==> src/rtl/pc_unit.sv <==
// pc_unit: program counter at the head of the fetch path.
//   Holds the current fetch address and advances it by sequential increment,
//   absolute jump, PC-relative branch, or call/return through an internal
//   return-address stack (RAS). Synchronous active-high reset loads RESET_ADDR.
//   Priority: rst_i > stall_i > op_i.
//
// Optional feature: define PC_MISALIGN_CHECK_EN to enable the registered
//   misalign flag (next PC not a multiple of STEP). Undefined: misalign_o = 0.
//
// Ports:
//   clk_i        clock, all state updates on rising edge
//   rst_i        synchronous active-high reset
//   stall_i      hold all state this cycle, op ignored
//   op_i         0=SEQ 1=JUMP 2=BRANCH 3=CALL 4=RET, 5..7 act as SEQ
//   target_i     absolute destination for JUMP/CALL
//   offset_i     two's-complement displacement for BRANCH
//   pc_o         current program counter (registered)
//   ras_empty_o  RAS holds no entries
//   ras_full_o   RAS holds RAS_DEPTH entries
//   ras_err_o    sticky overflow-push / underflow-pop indicator
//   misalign_o   current pc is not a multiple of STEP (optional)
module pc_unit #(
  parameter int unsigned WIDTH      = 8,
  parameter int unsigned STEP       = 1,
  parameter int unsigned RESET_ADDR = 0,
  parameter int unsigned RAS_DEPTH  = 4
) (
  input  logic             clk_i,
  input  logic             rst_i,
  input  logic             stall_i,
  input  logic [2:0]       op_i,
  input  logic [WIDTH-1:0] target_i,
  input  logic [WIDTH-1:0] offset_i,
  output logic [WIDTH-1:0] pc_o,
  output logic             ras_empty_o,
  output logic             ras_full_o,
  output logic             ras_err_o,
  output logic             misalign_o
);

  localparam int unsigned      CW      = $clog2(RAS_DEPTH + 1);
  localparam logic [WIDTH-1:0] STEP_W  = WIDTH'(STEP);
  localparam logic [WIDTH-1:0] RESET_W = WIDTH'(RESET_ADDR);
  localparam logic [CW-1:0]    DEPTH_W = CW'(RAS_DEPTH);

  localparam logic [2:0] OP_SEQ    = 3'd0;
  localparam logic [2:0] OP_JUMP   = 3'd1;
  localparam logic [2:0] OP_BRANCH = 3'd2;
  localparam logic [2:0] OP_CALL   = 3'd3;
  localparam logic [2:0] OP_RET    = 3'd4;

  logic [WIDTH-1:0] pc_q, pc_d;
  logic [CW-1:0]    cnt_q, cnt_d;
  logic             empty_q, empty_d;
  logic             full_q, full_d;
  logic             err_q, err_d;
  logic [WIDTH-1:0] ras_q [RAS_DEPTH];
  logic [WIDTH-1:0] ras_d [RAS_DEPTH];
  logic [WIDTH-1:0] seq_pc;
  logic [WIDTH-1:0] top_addr;

  // Modulo-2^WIDTH sequential successor; also the CALL return address.
  assign seq_pc = pc_q + STEP_W;

  // Top-of-stack entry, selected by comparison to avoid index-width games.
  always_comb begin
    top_addr = '0;
    for (int i = 0; i < int'(RAS_DEPTH); i++) begin
      if (CW'(i) + CW'(1) == cnt_q) top_addr = ras_q[i];
    end
  end

  // Next-state for pc, stack and error flag.
  always_comb begin
    pc_d  = pc_q;
    cnt_d = cnt_q;
    err_d = err_q;
    ras_d = ras_q;
    if (!stall_i) begin
      case (op_i)
        OP_SEQ:    pc_d = seq_pc;
        OP_JUMP:   pc_d = target_i;
        OP_BRANCH: pc_d = pc_q + offset_i;
        OP_CALL: begin
          pc_d = target_i;
          if (cnt_q == DEPTH_W) begin
            err_d = 1'b1;
          end else begin
            for (int i = 0; i < int'(RAS_DEPTH); i++) begin
              if (CW'(i) == cnt_q) ras_d[i] = seq_pc;
            end
            cnt_d = cnt_q + CW'(1);
          end
        end
        OP_RET: begin
          if (cnt_q == '0) begin
            pc_d  = seq_pc;
            err_d = 1'b1;
          end else begin
            pc_d  = top_addr;
            cnt_d = cnt_q - CW'(1);
          end
        end
        default:   pc_d = seq_pc;
      endcase
    end
    empty_d = (cnt_d == '0);
    full_d  = (cnt_d == DEPTH_W);
  end

  always_ff @(posedge clk_i) begin
    if (rst_i) begin
      pc_q    <= RESET_W;
      cnt_q   <= '0;
      empty_q <= 1'b1;
      full_q  <= 1'b0;
      err_q   <= 1'b0;
    end else begin
      pc_q    <= pc_d;
      cnt_q   <= cnt_d;
      empty_q <= empty_d;
      full_q  <= full_d;
      err_q   <= err_d;
    end
  end

  // Stack storage needs no reset; entries above the count are never read.
  always_ff @(posedge clk_i) begin
    ras_q <= ras_d;
  end

  assign pc_o        = pc_q;
  assign ras_empty_o = empty_q;
  assign ras_full_o  = full_q;
  assign ras_err_o   = err_q;

`ifdef PC_MISALIGN_CHECK_EN
  logic mis_q, mis_d;

  // STEP is a power of two, so low-bit mask gives next-PC mod STEP.
  always_comb begin
    mis_d = mis_q;
    if (!stall_i) mis_d = |(pc_d & (STEP_W - WIDTH'(1)));
  end

  always_ff @(posedge clk_i) begin
    if (rst_i) mis_q <= 1'b0;
    else       mis_q <= mis_d;
  end

  assign misalign_o = mis_q;
`else
  assign misalign_o = 1'b0;
`endif

endmodule

==> config.mk <==
export PLATFORM = sky130hd
export DESIGN_NAME = pc_unit
export DESIGN_NICKNAME = d
export VERILOG_FILES = /design/src/rtl/pc_unit.sv
export SDC_FILE = /design/constraint.sdc
export NUM_CORES = 1
export LEC_CHECK = 0
export ABC_AREA = 1
export BUFFER_PORTS_ARGS = -buffer_cell sky130_fd_sc_hd__clkbuf_2
export CORE_MARGIN = 1.5
export CORE_UTILIZATION = 45
export DETAILED_ROUTE_END_ITERATION = 10
export HOLD_SLACK_MARGIN = 0.06
export SETUP_SLACK_MARGIN = 0.15
export SKIP_LAST_GASP = 1
export SYNTH_ARGS = -nofsm -noshare
export SYNTH_HDL_FRONTEND = slang
export SYNTH_SLANG_ARGS = --single-unit
==> constraint.sdc <==
create_clock -name clk_i -period 3.6 [get_ports clk_i]
set_input_delay 0 -clock clk_i [delete_from_list [all_inputs] [get_ports clk_i]]
set_output_delay 0 -clock clk_i [all_outputs]
set_load 0.02 [all_outputs]
==> results.py, run 1 <==
metrics = {
    "floorplan": {
        "fp.dieW_um": 81.7,
        "rows": 28,
        "start_util_pct": 46.7,
        "die_area_um2": 6670,
        "core_um2": 5960,
        "io_pins": 34,
        "die_h_um": 81.7,
    },
    "yosys": {
        "ys.flop_type": "edfxtp_1",
        "synth_area_leader_cell": "edfxtp_1",
        "synthArstFlopShare_pct": 0,
        "yosysSeqAreaShare_pct": 44.6,
        "synth_fp_nets": 393,
        "synth_edf_count": 32,
        "ys_ff_latch": 46,
        "synth.distinct_cells": 30,
        "yosys_warnings": 0,
        "synthTopCellsByArea": "edfxtp_1, nand2_1, dfxtp_1",
        "avgSynthCellArea_um2": 7.82,
        "syn_inst": 356,
        "synth_top_area_share_pct": 34.5,
        "syn_area_um2": 2780,
    },
    "timing": {
        "slew_headroom_pct": 29.7,
        "period_share_pct": 71.2,
        "hold_violations": 0,
        "whs_ns": 0.0807,
        "maxSlewViolCount": 0,
        "tightest_slew_ns": 1.05,
        "setup-violations-final": 0,
        "clock.fmax_ghz": 0.390,
        "grt_setup_unrepaired": "false",
        "timing.final.ws_setup_ns": 1.04,
        "final.setup.tns_ns": 0,
        "fin_crit_ns": 2.56,
        "fin_worst_skew_ns": 0.0107,
    },
    "routing": {
        "num_vias": 2299,
        "wl_per_cell_um": 14.0,
        "ant_nets": 0,
        "routed_wl_um": 6540,
        "drc": 0,
        "drt_iter0_markers": 96,
        "dr.pass1.iters": 4,
        "via_per_inst": 4.92,
    },
    "clocking": {
        "clock_latency_ns": 0.30,
        "htreeDepth": 2,
        "clock_sinks": 46,
        "cts_tree": "built",
        "cts_made_buffers": 5,
        "clk_path_buf_depth": 2,
        "cts.clk_slew.worst_paths_ns": 0.09,
        "root_buffer": "clkbuf_8",
    },
    "global_route": {
        "antenna_found_initial": 0,
        "grt_max_degree": 18,
        "grtUsageTotal_pct": 21.8,
        "globalRouteOverflowTotal": 0,
        "grt_pass1_vias": 2256,
        "grt_pass1_wl_um": 10800,
    },
    "worst_setup_path": {
        "cp_max_fo": 13,
        "critPathMaxStageDelay_ns": 0.89,
        "crit_chain": "inv_1 -> ha_1 -> nand2_1 -> inv_1 -> nor3_1",
        "endpoint_kind": "flip-flop",
        "path_buf_inv": 2,
        "cp_data_required_time_ns": 3.52,
        "critPathSlowestCell": "nor3_1",
        "crit_type": "reg -> reg",
        "critical-path-top-delay-family": "simple AND/OR/NAND/NOR gates",
        "startpoint_type": "flip-flop",
        "cpMostUsedCell": "inv_1",
        "cp.arrival_ns": 2.49,
    },
    "power_and_ir_drop": {
        "pwr_density_cell_nw_per_um2": 371,
        "p_leak_nw": 1.49,
        "ir_drop_mv": 0.232,
    },
    "finish": {
        "syn_to_final_growth_pct": 11.6,
        "fin_area_um2": 3110,
        "nets": 428,
        "fillCellCount": 607,
        "drive_gt1_share_pct": 17.3,
        "final_cell_mix": "nand2_1, nand3_1, nor2_1",
        "final_common_cell": "nand2_1",
        "diodes": 0,
    },
    "placed_design": {
        "pre_cts_ws_ns": 1.09,
        "io_buffers": 32,
        "dpl_cell_area_um2": 3010,
        "detailed_place_hpwl_um": 4990,
        "gp_congestion": 0.864,
    },
    "run": {
        "maxCapViolations": 0,
    },
    "hold_path": {
        "hold_class": "in -> reg",
    },
    "run_status": {
        "status": "completed",
    },
}
worst paths after layout:
check              start   endpoint  slack [ns]  cells past startpoint
min reg2reg    ras_err_o  ras_err_o        0.50                      2
min          target_i[0]    pc_o[0]        0.08                      5
max reg2reg     cnt_q[0]   ras_q[0]        1.04                      5
max             cnt_q[0]   ras_q[0]        1.04                      5
synth_stat cells, drive strengths merged (5+ instances only):
| cell type | n |
|---|---|
| a21oi | 19 |
| nand3 | 42 |
| xor2 | 5 |
| nand2 | 113 |
| inv | 43 |
| o21ai | 8 |
| nor2 | 49 |
| ha | 14 |
| edfxtp | 32 |
| dfxtp | 14 |
logic make-up after synthesis:
logic type	count (synthesis)	share of synthesized area [%]
other	1	0.135
flip-flops	46	44.6
AND/OR/NAND/NOR	211	33.7
buffers and inverters	50	7.19
adder cells (fa/ha/maj)	15	7.01
XOR/XNOR	5	1.57
AO/OA/AOI/OAI	28	5.84
layer usage:
metal	track usage, %	routed length (µm)	up-vias
met5	0	0	-
met4	6.44	48	0
met3	3.67	160	4
met2	36.0	3090	43
met1	29.4	3240	1036
li1	-	-	1216
worst reg2reg max path, stage by stage (launching register included):
cell and delay, ns:
dfxtp_1 0.43, inv_1 0.16, ha_1 0.32, nand2_1 0.17, inv_1 0.21, nor3_1 0.89
flip-flops by register name, indices dropped and copies added, names as in the netlist:
| register | cells |
|---|---|
| ras_empty_o | 1 |
| ras_err_o | 1 |
| pc_o | 8 |
| ras_full_o | 1 |
| ras_q | 32 |
| cnt_q | 3 |
stage by stage:
stage	total power, mW	utilization [%]	std cells
6_report	1.15	52.2	467
5_1_grt	1.22	52.2	467
4_1_cts	1.16	52.2	467
3_5_place_dp	0.846	50.5	458
3_3_place_gp	0.844	50.5	458
2_1_floorplan	0.777	-	356
timing repair:
item | CTS | global route
setup buffers | 0 | 0
endpoints found under the hold margin | 5 | 0
hold buffers | 1 | 0
resized for setup | 0 | 0
where the power goes:
group,leakage (nW),internal [mW],switching (mW)
registers,0.407,0.585,0.0204
clock network,0.0483,0.137,0.180
logic,1.03,0.0784,0.151
total,1.49,0.800,0.351
final cells by class:
class	count	area [µm²]	area share, %
Sequential cell	46	1240	39.9
Clock inverter	3	18.8	0.604
Clock buffer	5	68.8	2.21
Timing Repair Buffer	34	178	5.72
Multi-Input combinational cell	260	1340	43.2
Inverter	44	165	5.31
Tap cell	75	93.8	3.02
(Power assumes the default switching activity.)
==> inputs of run 2 (changes only) <==
Settings changed: ABC_AREA 1 to 0.
Clock period 3.6 ns to 2.6 ns, I/O delays scaled along.
==> run 2 against run 1 <==
Register-to-register slack got worse by 0.64 ns. Sequential share of layout area rose by 0.89 points. Die area fell by 5.3%. Sequential cell count did not move. Core utilization rose by 2.4 points. Clock-buffer cell count rose by 1. Wire length rose by 5.0%. Via count fell by 6.3%. Critical endpoint is now ras_full_o.
==> results.py, run 2 <==
metrics = {
    "run_status": {
        "status": "completed",
    },
    "yosys": {
        "avgSynthCellArea_um2": 10.2,
        "synth_area_leader_cell": "edfxtp_1",
        "yosysSeqAreaShare_pct": 47.2,
        "synth_edf_count": 32,
        "synth_fp_nets": 295,
        "synth.distinct_cells": 52,
        "syn_area_um2": 2630,
        "synthArstFlopShare_pct": 0,
        "ys_ff_latch": 46,
        "yosys_warnings": 0,
        "yosysMostFrequentCell": "edfxtp_1",
        "syn_inst": 258,
        "synth_top_area_share_pct": 36.5,
        "synth_common_cells": "edfxtp_1, nand2_1, a21oi_1",
        "synthTopCellsByArea": "edfxtp_1, dfxtp_1, ha_1",
        "ys.flop_type": "edfxtp_1",
    },
    "finish": {
        "nets": 331,
        "largest_register_ffs": 32,
        "final_cells": 367,
        "fin_area_um2": 3040,
        "final_core_util_pct": 54.5,
        "top_register": "ras_q",
        "fillCellCount": 510,
        "diodes": 0,
        "final_cell_mix": "clkbuf_2, edfxtp_1, nand2_1",
        "drive_gt1_share_pct": 18.0,
        "syn_to_final_growth_pct": 15.6,
    },
    "placed_design": {
        "io_buffers": 32,
        "pre_cts_ws_ns": 0.294,
        "gp_congestion": 0.797,
        "dp_cells": 354,
        "dpl_cell_area_um2": 2870,
        "detailed_place_hpwl_um": 4980,
    },
    "global_route": {
        "globalRouteOverflowTotal": 0,
        "antenna_found_initial": 0,
        "grtUsageTotal_pct": 23.0,
        "grt_max_degree": 20,
        "grt_pass1_vias": 2035,
        "grt_pass1_wl_um": 10900,
    },
    "clocking": {
        "cts.clk_slew.worst_paths_ns": 0.09,
        "clk_path_buf_depth": 2,
        "clock_sinks": 46,
        "cts_setup_buffers": 0,
        "htreeDepth": 2,
        "clock_latency_ns": 0.29,
        "root_buffer": "clkbuf_8",
        "cts_tree": "built",
        "cts_made_buffers": 5,
    },
    "power_and_ir_drop": {
        "p_leak_nw": 1.13,
        "ir_drop_mv": 0.358,
        "pwr_density_cell_nw_per_um2": 533,
        "p_total_mw": 1.62,
    },
    "routing": {
        "drt_iter0_markers": 159,
        "via_per_inst": 5.87,
        "drc": 0,
        "ant_nets": 0,
        "num_vias": 2154,
        "dr.pass1.iters": 4,
        "routed_wl_um": 6860,
        "wl_per_cell_um": 18.7,
    },
    "floorplan": {
        "fp.dieW_um": 79.5,
        "rows": 27,
        "core_um2": 5570,
        "die_area_um2": 6310,
        "die_h_um": 79.5,
        "start_util_pct": 47.2,
        "io_pins": 34,
    },
    "worst_setup_path": {
        "endpoint_kind": "flip-flop",
        "r2r_cells": 7,
        "r2r-end": "pc_o[6]",
        "crit_type": "in -> reg",
        "r2r-start": "pc_o[0]",
        "r2r_slack_ns": 0.40,
        "cp.arrival_ns": 2.46,
        "cp_max_fo": 11,
        "cp_data_required_time_ns": 2.84,
        "startpoint_type": "input pin",
    },
    "timing": {
        "tightest_slew_ns": 0.593,
        "setup-violations-final": 0,
        "grt_setup_unrepaired": "false",
        "maxSlewViolCount": 0,
        "fin_worst_skew_ns": 0.00943,
        "hold_violations": 0,
        "final.setup.tns_ns": 0,
        "timing.final.ws_setup_ns": 0.385,
        "slew_headroom_pct": 60.2,
        "period_share_pct": 85.2,
        "clock.fmax_ghz": 0.451,
        "fin_crit_ns": 2.22,
        "whs_ns": 0.124,
    },
    "hold_path": {
        "min_from": "target_i[3]",
        "hold_class": "in -> reg",
        "whs_endpoint": "pc_o[3]",
        "min_path_cells": 3,
    },
    "run": {
        "maxCapViolations": 0,
    },
}
==> run 2: worst max-delay path by stage <==
| stage | to | from |
|---|---|---|
| floorplan | ras_q[0] | cnt_q[2] |
| finish | ras_full_o | op_i[2] |
| global placement | pc_o[1] | cnt_q[0] |
| detailed placement | pc_o[1] | cnt_q[0] |
| CTS | pc_o[1] | cnt_q[0] |
| global route | pc_o[1] | cnt_q[0] |
==> run 2: cell type report <==
type,instances,area [µm²],share of cell area [%]
multi-input cells,187,1290,42.5
flip-flops and latches,46,1240,40.8
repair buffers,46,278,9.14
well taps,72,90.1,2.96
clock buffers,6,72.6,2.39
clock inverters,2,37.5,1.23
inverters,8,30.0,0.988
==> run 2: where the power goes <==
group          leakage (nW)  switching, mW  internal (mW)
sequential            0.406         0.0219          0.805
combinational         0.676          0.156          0.110
clock                0.0514          0.241          0.287
==> run 2: routing by layer <==
metal / up-vias / routed length, µm / global-route usage [%]
li1: 1052 / - / -
met1: 1019 / 3100 / 32.6
met2: 76 / 3320 / 37.8
met3: 7 / 397 / 4.00
met4: 0 / 48 / 3.33
met5: - / 0 / 0
==> run 2: worst max-delay path: stages <==
cell	delay, ns
dlygate4sd3_1	0.53
clkbuf_2	0.22
or3b_1	0.56
a21o_1	0.27
a222oi_1	0.48
o221a_1	0.26
and2_1	0.12
==> run 2: kinds of logic (layout without fill, tap and decap cells) <==
group / after synthesis / count (layout) / synth area share (%)
buffers and inverters: 25 / 62 / 4.00
adder cells (fa/ha/maj): 15 / 15 / 7.42
multiplexers: 3 / 3 / 1.24
XOR/XNOR: 11 / 11 / 3.66
other: 1 / 1 / 0.143
flip-flops: 46 / 46 / 47.2
AND/OR/NAND/NOR: 74 / 74 / 14.3
AO/OA/AOI/OAI: 83 / 83 / 22.0
==> run 2: timing repair <==
item                                    CTS  global route
endpoints found under the setup margin    0             2
endpoints found under the hold margin     7             0
hold buffers                              5             0
resized for setup                         0             2
==> inputs of run 3 (changes only) <==
Settings changed: BUFFER_PORTS_ARGS -buffer_cell sky130_fd_sc_hd__clkbuf_2 to default, DONT_BUFFER_PORTS from default to 1, HOLD_SLACK_MARGIN 0.06 to default.
==> run 3 against run 2 <==
Wire length rose by 2.8%. Clock skew fell by 0.0026 ns. Design area fell by 3.9%. Maximum frequency rose by 1.8%. Worst hold slack got worse by 0.12 ns. Setup slack better by 0.039 ns. Critical endpoint is now ras_empty_o. Largest power group unchanged. Die area unchanged. Sequential power is 1% higher. Core utilization shrank 2.1 points. Combinational power fell by 15%. Final cell count fell by 7.6%.
==> results.py, run 3 (synthesis gave the netlist of run 2 again) <==
metrics = {
    "run_status": {
        "status": "completed",
    },
    "finish": {
        "final_core_util_pct": 52.4,
        "drive_gt1_share_pct": 8.24,
        "regArea_um2": 1240,
        "final_common_cell": "edfxtp_1",
        "fillCellCount": 524,
        "multi_input_area_um2": 1290,
        "final_cell_mix": "edfxtp_1, nand2_1, a21oi_1",
        "diodes": 0,
        "top_register": "ras_q",
        "final_cells": 339,
        "largest_register_ffs": 32,
        "fin_area_um2": 2920,
        "syn_to_final_growth_pct": 11.1,
        "nets": 303,
    },
    "power_and_ir_drop": {
        "pwr_density_cell_nw_per_um2": 552,
        "p_leak_nw": 1.02,
        "swShare_pct": 26.4,
        "combPwrFrac_pct": 14.0,
        "ir_drop_mv": 0.352,
        "p_int_mw": 1.19,
        "p_clk_share_pct": 34.0,
        "p_total_mw": 1.61,
        "p_seq_share_pct": 52.0,
        "p_sw_uw": 426,
    },
    "hold_path": {
        "hold_class": "in -> reg",
    },
    "worst_setup_path": {
        "crit_chain": "inv_1 -> ha_1 -> nand2b_1 -> nand2_1 -> mux2_2 -> o32ai_1 -> nor3_1",
        "endpoint_kind": "flip-flop",
        "crit_type": "reg -> reg",
        "cp_max_fo": 8,
        "path_buf_inv": 1,
        "startpoint_type": "flip-flop",
        "critPathMaxStageDelay_ns": 0.42,
        "critical-path-top-delay-family": "simple AND/OR/NAND/NOR gates",
        "cp.arrival_ns": 2.36,
        "critPathSlowestCell": "dfxtp_1",
        "cp_data_required_time_ns": 2.78,
    },
    "timing": {
        "whs_ns": 0.00550,
        "tightest_slew_ns": 0.986,
        "maxSlewViolCount": 0,
        "timing.final.ws_setup_ns": 0.424,
        "setup-violations-final": 0,
        "fin_worst_skew_ns": 0.00688,
        "slew_headroom_pct": 34.2,
        "hold_violations": 0,
        "grt_setup_unrepaired": "false",
        "period_share_pct": 83.7,
        "fin_crit_ns": 2.18,
        "final.setup.tns_ns": 0,
        "clock.fmax_ghz": 0.459,
    },
    "routing": {
        "wl_met1_um": 3320,
        "num_vias": 2148,
        "dr.max_layer_used": "met4",
        "drc": 0,
        "ant_nets": 0,
        "met2_length_um": 3160,
        "drt_iter0_markers": 222,
        "dr.pass1.iters": 4,
        "routed-wl-met3_um": 432,
        "wl_per_cell_um": 20.8,
        "via_per_inst": 6.34,
        "routed_wl_um": 7050,
    },
    "floorplan": {
        "rows": 27,
        "start_util_pct": 47.2,
        "fp.dieW_um": 79.5,
        "die_area_um2": 6310,
        "core_um2": 5570,
        "io_pins": 34,
        "die_h_um": 79.5,
    },
    "placed_design": {
        "dp_cells": 322,
        "io_buffers": 0,
        "pre_cts_ws_ns": 0.481,
        "dpl_cell_area_um2": 2720,
        "detailed_place_hpwl_um": 4880,
        "gp_congestion": 0.846,
    },
    "global_route": {
        "grt_pass1_vias": 2132,
        "globalRouteOverflowTotal": 0,
        "antenna_found_initial": 0,
        "grtUsageTotal_pct": 23.4,
        "grt_pass1_wl_um": 11100,
        "grt_max_degree": 18,
    },
    "clocking": {
        "cts.clk_slew.worst_paths_ns": 0.09,
        "cts_tree": "built",
        "clock_latency_ns": 0.31,
        "root_buffer": "clkbuf_8",
        "clk_path_buf_depth": 2,
        "cts_made_buffers": 5,
        "htreeDepth": 2,
        "clock_sinks": 46,
    },
    "run": {
        "maxCapViolations": 0,
    },
}
-- run 3: cell types whose count changed in the layout (fill, tap and decap cells not counted), sizes merged --
| cell | change |
|---|---|
| clkinvlp | -1 |
| clkinv | +1 |
| clkbuf | -33 |
| inv | +1 |
| dlygate4sd3 | +4 |
-- run 3: layer usage --
layer	up-vias	track usage, %
met4	0	7.19
li1	1000	-
met2	82	35.5
met1	1054	34.0
met5	-	0
met3	12	4.11
-- run 3: power groups by stage --
stage	registers [mW]	clock network (mW)	logic, mW
2_1_floorplan	0.852	0	0.164
3_3_place_gp	0.855	0	0.202
3_5_place_dp	0.855	0	0.205
4_1_cts	0.838	0.552	0.223
5_1_grt	0.842	0.587	0.249
6_report	0.839	0.549	0.226
-- run 3: cell type report --
type / instances / area share, %
flip-flops and latches: 46 / 42.5
clock buffers: 5 / 2.36
inverters: 8 / 1.03
clock inverters: 3 / 1.50
well taps: 72 / 3.08
multi-input cells: 187 / 44.2
repair buffers: 18 / 5.40
-- run 3: what timing repair did --
item                                   4_1_cts  5_1_grt
endpoints found under the hold margin       13        0
setup endpoints to repair                    0        0
hold buffers                                 9        0
setup buffers                                0        0
gates resized for setup                      0        0
-- run 3: final timing paths --
path / start / end / slack, ns / cells after the start
max reg2reg: cnt_q[0] / ras_empty_o / 0.42 / 7
min reg2reg: cnt_q[1] / cnt_q[1] / 0.60 / 2
min: op_i[1] / pc_o[0] / 0.006 / 3
max: cnt_q[0] / ras_empty_o / 0.42 / 7
-- run 3: worst register-to-register path, cell delays in order, from the launching register on --
cell and delay, ns:
dfxtp_1 0.42, inv_1 0.11, ha_1 0.33, nand2b_1 0.16, nand2_1 0.20, mux2_2 0.36, o32ai_1 0.38, nor3_1 0.11
